`config.mk`:
```
export PLATFORM = sky130hd
export DESIGN_NAME = core_fetch_bus
export DESIGN_NICKNAME = d
export VERILOG_FILES = /design/src/rtl/core_fetch_bus.sv
export SDC_FILE = /design/constraint.sdc
export NUM_CORES = 1
export LEC_CHECK = 0
export BUFFER_PORTS_ARGS = -buffer_cell sky130_fd_sc_hd__buf_4
export CAP_MARGIN = 20
export CORE_MARGIN = 3
export CORE_UTILIZATION = 40
export CTS_BUF_LIST = sky130_fd_sc_hd__clkbuf_8
export DETAILED_ROUTE_END_ITERATION = 8
export GPL_TIMING_DRIVEN = 0
export RECOVER_POWER = 50
export SYNTH_ARGS = -nofsm -noshare
export SYNTH_HDL_FRONTEND = slang
export SYNTH_SLANG_ARGS = --single-unit
```
`constraint.sdc`:
```
create_clock -name clk -period 2.39 [get_ports clk]
set_input_delay 0.239 -clock clk [delete_from_list [all_inputs] [get_ports clk]]
set_output_delay 0.239 -clock clk [all_outputs]
set_load 0.1 [all_outputs]
```
`src/rtl/core_fetch_bus.sv`:
```
// Instruction-fetch bus master: one aligned 32-bit read per prefetch request, flush-aware.
// Optional FETCH_STATS_EN adds fetch_count / discard_count statistics ports.
module core_fetch_bus #(
    parameter int unsigned      PTR_W    = 30,
    parameter logic [PTR_W-1:0] RESET_PC = '0
) (
    input  logic             clk,
    input  logic             rst_n,
    input  logic             flush,
    input  logic [PTR_W-1:0] target,
    input  logic             fetch,
    output logic             fetched,
    output logic [31:0]      fetch_data,
    output logic [PTR_W-1:0] insn_addr,
    output logic             insn_start,
    input  logic             insn_ready,
    input  logic [31:0]      insn_data
`ifdef FETCH_STATS_EN
    ,
    output logic [31:0]      fetch_count,
    output logic [31:0]      discard_count
`endif
);

    typedef enum logic [1:0] {
        IDLE    = 2'd0,
        BUSY    = 2'd1,
        DISCARD = 2'd2
    } state_t;

    state_t           state_reg, state_next;
    logic [PTR_W-1:0] fetch_pc_reg, fetch_pc_next;
    logic [PTR_W-1:0] stale_addr_reg, stale_addr_next;
    logic             fetched_reg, fetched_next;
    logic [31:0]      fetch_data_reg, fetch_data_next;
    logic             discard_event;

    always_ff @(posedge clk or negedge rst_n) begin
        if (!rst_n) begin
            state_reg      <= IDLE;
            fetch_pc_reg   <= RESET_PC;
            stale_addr_reg <= RESET_PC;
            fetched_reg    <= 1'b0;
            fetch_data_reg <= '0;
        end else begin
            state_reg      <= state_next;
            fetch_pc_reg   <= fetch_pc_next;
            stale_addr_reg <= stale_addr_next;
            fetched_reg    <= fetched_next;
            fetch_data_reg <= fetch_data_next;
        end
    end

    always_comb begin
        state_next      = state_reg;
        fetch_pc_next   = fetch_pc_reg;
        stale_addr_next = stale_addr_reg;
        fetched_next    = 1'b0;
        fetch_data_next = fetch_data_reg;
        discard_event   = 1'b0;
        case (state_reg)
            IDLE: begin
                if (fetch && !flush)
                    state_next = BUSY;
            end
            BUSY: begin
                if (flush) begin
                    // The outstanding read must still complete on the bus, so keep its address.
                    stale_addr_next = fetch_pc_reg;
                    state_next      = insn_ready ? IDLE : DISCARD;
                    discard_event   = insn_ready;
                end else if (insn_ready) begin
                    fetched_next    = 1'b1;
                    fetch_data_next = insn_data;
                    fetch_pc_next   = fetch_pc_reg + PTR_W'(1);
                    state_next      = fetch ? BUSY : IDLE;
                end
            end
            DISCARD: begin
                if (insn_ready) begin
                    state_next    = IDLE;
                    discard_event = 1'b1;
                end
            end
            default: state_next = IDLE;
        endcase
        if (flush)
            fetch_pc_next = target;
    end

    assign insn_start = (state_reg != IDLE);
    assign insn_addr  = (state_reg == DISCARD) ? stale_addr_reg : fetch_pc_reg;
    assign fetched    = fetched_reg;
    assign fetch_data = fetch_data_reg;

`ifdef FETCH_STATS_EN
    logic [31:0] fetch_count_reg, discard_count_reg;

    always_ff @(posedge clk or negedge rst_n) begin
        if (!rst_n) begin
            fetch_count_reg   <= '0;
            discard_count_reg <= '0;
        end else begin
            // Counting on fetched_next keeps the count in step with the visible pulse.
            if (fetched_next)
                fetch_count_reg <= fetch_count_reg + 32'd1;
            if (discard_event)
                discard_count_reg <= discard_count_reg + 32'd1;
        end
    end

    assign fetch_count   = fetch_count_reg;
    assign discard_count = discard_count_reg;
`else
    logic unused_discard;
    assign unused_discard = discard_event;
`endif

endmodule
```
# Word level (Yosys, flattened, before mapping)
# Index checks and enable logic that the tools add are counted.
# word_totals
register_bits	95
output_inout_bits	64
# classes
add_sub_neg	1
n_eq_ne	5
muxes	14
n_bitwise	1
n_reduce_logical	10
# ops
op	count
30-bit 2-to-1 mux	4
30-bit by 1-bit adder with 30-bit output, second input constant	1
2-bit 2-to-1 mux	5
2-bit case mux with 3 select lines	1
3-bit AND reduction	2
2-bit nonzero test	3
1-bit 2-to-1 mux	4
2-bit != test, second input constant	2
2-bit AND reduction	2
3-bit != test, second input constant	1
2-bit by 1-bit equality test with 1-bit output, second input constant	1
2-bit equality test, second input constant	1
2-bit zero test	1
1-bit logical AND	1
1-bit zero test	1
1-bit NOT	1

# Longest topological paths before layout
# depth
ltp_word	4
mapped_depth	7
mapped_depth_nobuf	5

# Worst setup path before layout
# OpenSTA, ideal clock, no wires.
# synth_path
kind	register to output
startpoint	register state_reg[0]
endpoint	output insn_addr[11]
arrival_time_ps	3125
required_ps	2151
path_slack_ps	-974
stages_incl_launch_ff	5
path_buffers	2
cell_sequence	dfrtp_1 and2b_2 clkbuf_1 clkbuf_1 o21ai_0
# synth_between
elab_chain_cells	2
# synth_rtl
item	line_no	rtl
from (decl)	31	state_t state_reg, state_next;
from (signal assigned)	46	state_reg <= state_next;
2-bit equality test	--	
30-bit 2-to-1 mux	92	assign insn_addr = (state_reg == DISCARD) ? stale_addr_reg : fetch_pc_reg;
to (decl)	14	output logic [PTR_W-1:0] insn_addr,
# Every way passes these cells.

# Worst setup path after layout
# layout_path
startpoint	register state_reg[0]
endpoint	output insn_addr[27]
# Same word-level chain as after synthesis.

==> results by group <==
Synthesis
  – Synthesized flop and latch total: 95
  – Share of async-settable or async-resettable flops after synthesis: 100.0%
  – Area leader, netlist: dfrtp_1
  – Cell Area, Synth: 4596 sq um
  – Post-synth top cells: dfrtp_1 (95), mux2_2 (73), nand2_1 (35)
  – YS warnings: 0
  – Syn Nets: 458
  – Synth cell types: 44
  – Top-count cell post-synth: dfrtp_1
  – Synth Flop Type: dfrtp_1
  – EDFF count, synth: 0
  – Share of the synthesized area in the top cell type: 51.73%
  – Synth top area cells: dfrtp_1 (52%), mux2_2 (18%), nand2_1 (2.9%), o21ai_0 (2.5%), or4_1 (2.3%)
  – Seq/Total Area, Yosys: 51.73%
  – Post-Synthesis Cells: 390
  – Avg Synthesized Cell Area: 11.78 sq um

STA
  – Max Clock Freq: 0.4368 GHz
  – Relative slew slack: 19.60%
  – Minimum clock period: 2.290 ns
  – Worst Skew: 0.01314 ns
  – Final hold vios: 0
  – Endpoints failing setup: 0
  – Worst setup margin: 0.1004 ns
  – Setup repair after global routing missed its margin: no
  – Fin crit share: 95.80%
  – Worst Max-Slew Pin Slew: 1.211 ns
  – Slew Limit Fails: 0

Placed design
  – IO Port Bufs: 130
  – GP Congestion: 0.7840
  – Hpwl dp: 8.232 mm
  – Placed Area: 5774 sq um
  – Cell count after placement: 661
  – Placement Setup Slack: 0.008711 ns

Clock tree
  – Inserted Clock Buffers: 9
  – H-tree levels: 3
  – Worst-path clk slew: 0.09 ns
  – Clk root buf: clkbuf_8
  – Postcts setup bufs: 0
  – Clock tree buffer depth: 2
  – Worst-Skew Late Latency: 0.37 ns
  – Clock Sinks: 95
  – CTS tree: done

Routing
  – Total number of vias: 3533
  – DR pass1 iterations: 4
  – Number of DRC markers in iteration 0: 169
  – Post-DRT Antenna Nets: 0
  – Vias per cell: 5.226
  – Avg WL per Cell: 16.66 um
  – DRC viols: 0
  – Final WL: 11.27 mm

Pwr
  – Clk pwr share: 18.9%
  – Switch share: 47.25%
  – Pwr dens: 973.6 nW/um^2
  – Switching Power: 2.691 mW
  – Max IR drop VDD: 0.7351 mV
  – Internal: 3.005 mW
  – Comb power frac: 43.6%
  – Part of the power in registers: 37.6%
  – Pleak: 2.582 nW

Status
  – Status: complete, no violations

GRT
  – M3 GR Usage: 3.904%
  – Total grt overflow: 0
  – Grt met2 use: 27.69%
  – First-pass GRT wire length: 18.13 mm
  – Vias in the first global route: 3520
  – Initial antenna violation count: 0
  – Gr usage total: 17.94%
  – M1 GR Usage: 24.97%
  – Most used routing layer: met2
  – Maximum number of pins on one net before global-route repair: 55

Final layout
  – Share of layout cells above drive strength 1: 40.11%
  – Finished Layout Cells: 676
  – Final layout net count: 600
  – Number of fill cells in the layout: 1023
  – Max reg flops: 32
  – Design area: 5851 sq um
  – Syn-to-layout area delta: 27.31%
  – Diode count: 0

Setup path
  – R2r setup slk: 0.42 ns
  – Worst setup SP type: flop
  – Worst setup EP type: primary output
  – Worst-path maximum fanout: 10
  – FF-to-FF End: fetch_pc_reg[26]$_DFFE_PN0P_
  – WS Path Type: reg2out
  – Reg2reg start: fetch_pc_reg[0]$_DFFE_PN0P_
  – Worst Path Required: 2.15 ns
  – R2R depth: 6
  – Worst EP arrival: 2.05 ns

Worst hold path
  – Hold_sp: insn_ready
  – Worst Hold Path EP: state_reg[1]$_DFFE_PN0P_
  – Hold Crit Depth: 2
  – Min-Delay Path Class: in2reg

Die
  – Initial core utilization: 41.66%
  – Die Wd: 113.2 um
  – Row Count: 38
  – Die Y: 113.2 um
  – Core area: 11030 sq um
  – Number of I/O pins: 131
  – Die Area: 12810 sq um

Flow run
  – Max cap viols: 0
-- timing repair --
action,4_1_cts,5_1_grt
gates resized for setup,2,3
endpoints found under the hold margin,41,0
hold buffers,1,0
setup endpoints to repair,30,24
-- cell type report --
type | instances | area [sq um] | share of cell area (%)
sequential | 95 | 2377 | 40.63
clock inverter | 4 | 46.29 | 0.7913
tap | 140 | 175.2 | 2.994
timing repair buffer | 132 | 878.3 | 15.01
inverter | 8 | 31.28 | 0.5346
clock buffer | 11 | 151.4 | 2.588
buffer | 24 | 147.6 | 2.524
multi-input combinational | 262 | 2043 | 34.92
-- per-layer routing --
metal,part of all wire (%),vias up
met3,7.0,12
met5,0,-
met2,45,123
li1,-,1713
met4,1.3,0
met1,47,1685
-- worst max-delay path by stage --
stage | endpoint | startpoint | cells after the start | slack, ns
final | insn_addr[27] | state_reg[0]$_DFFE_PN0P_ | 4 | 0.10
after global routing | insn_addr[18] | state_reg[0]$_DFFE_PN0P_ | 4 | 0.02
after CTS | insn_addr[27] | state_reg[0]$_DFFE_PN0P_ | 4 | 0.01
after detailed placement | insn_addr[27] | state_reg[0]$_DFFE_PN0P_ | 5 | 0.009
after global placement | insn_addr[18] | state_reg[0]$_DFFE_PN0P_ | 5 | 0.03
after floorplan | insn_addr[11] | state_reg[0]$_DFFE_PN0P_ | 4 | -0.23
-- worst max-delay path: stages, from the launching register on --
cell	delay, ns
dfrtp_1	0.45
and2b_4	0.38
buf_4	0.24
mux2_2	0.36
buf_4	0.24
-- through the flow --
step | TNS [ns] | hold WS [ns] | power [mW] | utilization [%]
final | 0 | 0.06036 | 5.696 | 53.04
after global routing | 0 | 0.04820 | 5.947 | 53.04
after CTS | 0 | 0.04135 | 5.888 | 54.24
after detailed placement | 0 | 0.2669 | 4.801 | 52.35
after global placement | 0 | 0.4471 | 4.755 | 52.10
after floorplan | -1.175 | -0.05659 | 4.200 | -
-- layout by cell type, fill, tap and decap left out, drive strengths merged --
master,n
buf,114
ha,1
o211ai,4
nand4,12
and3b,1
mux2,82
bufinv,1
xor2,4
clkinvlp,1
a31oi,11
inv,8
xnor2,7
a311o,2
and3,7
nor3,2
nand3,13
and2b,1
nor2,14
and4b,2
a211o,1
dlygate4sd1,1
nand4b,1
and4,6
o31ai,10
or2,1
a21oi,2
clkinv,2
or3,1
mux2i,1
dlygate4sd3,1
nand2,36
nand3b,1
or4,14
o21ai,23
dfrtp,95
and2,2
clkbuf,51
-- kinds of logic after synthesis --
logic type                 share of synthesized area, %
xor gates and xnor gates                          2.096
and+or+nand+nor                                   14.62
buffers and inverters                             3.839
AOI/OAI and AO/OA                                 7.133
adders and majority gates                        0.2722
muxes                                             20.31
DFF                                               51.73
-- power groups by stage --
stage	clock network [mW]	registers, mW	logic, mW
detailed placement	0	2.18	2.62
finish	1.07	2.14	2.48
global route	1.17	2.19	2.58
CTS	1.12	2.14	2.63
global placement	0	2.16	2.60
floorplan	0	3.24	0.960
(Power assumes the default switching activity.)
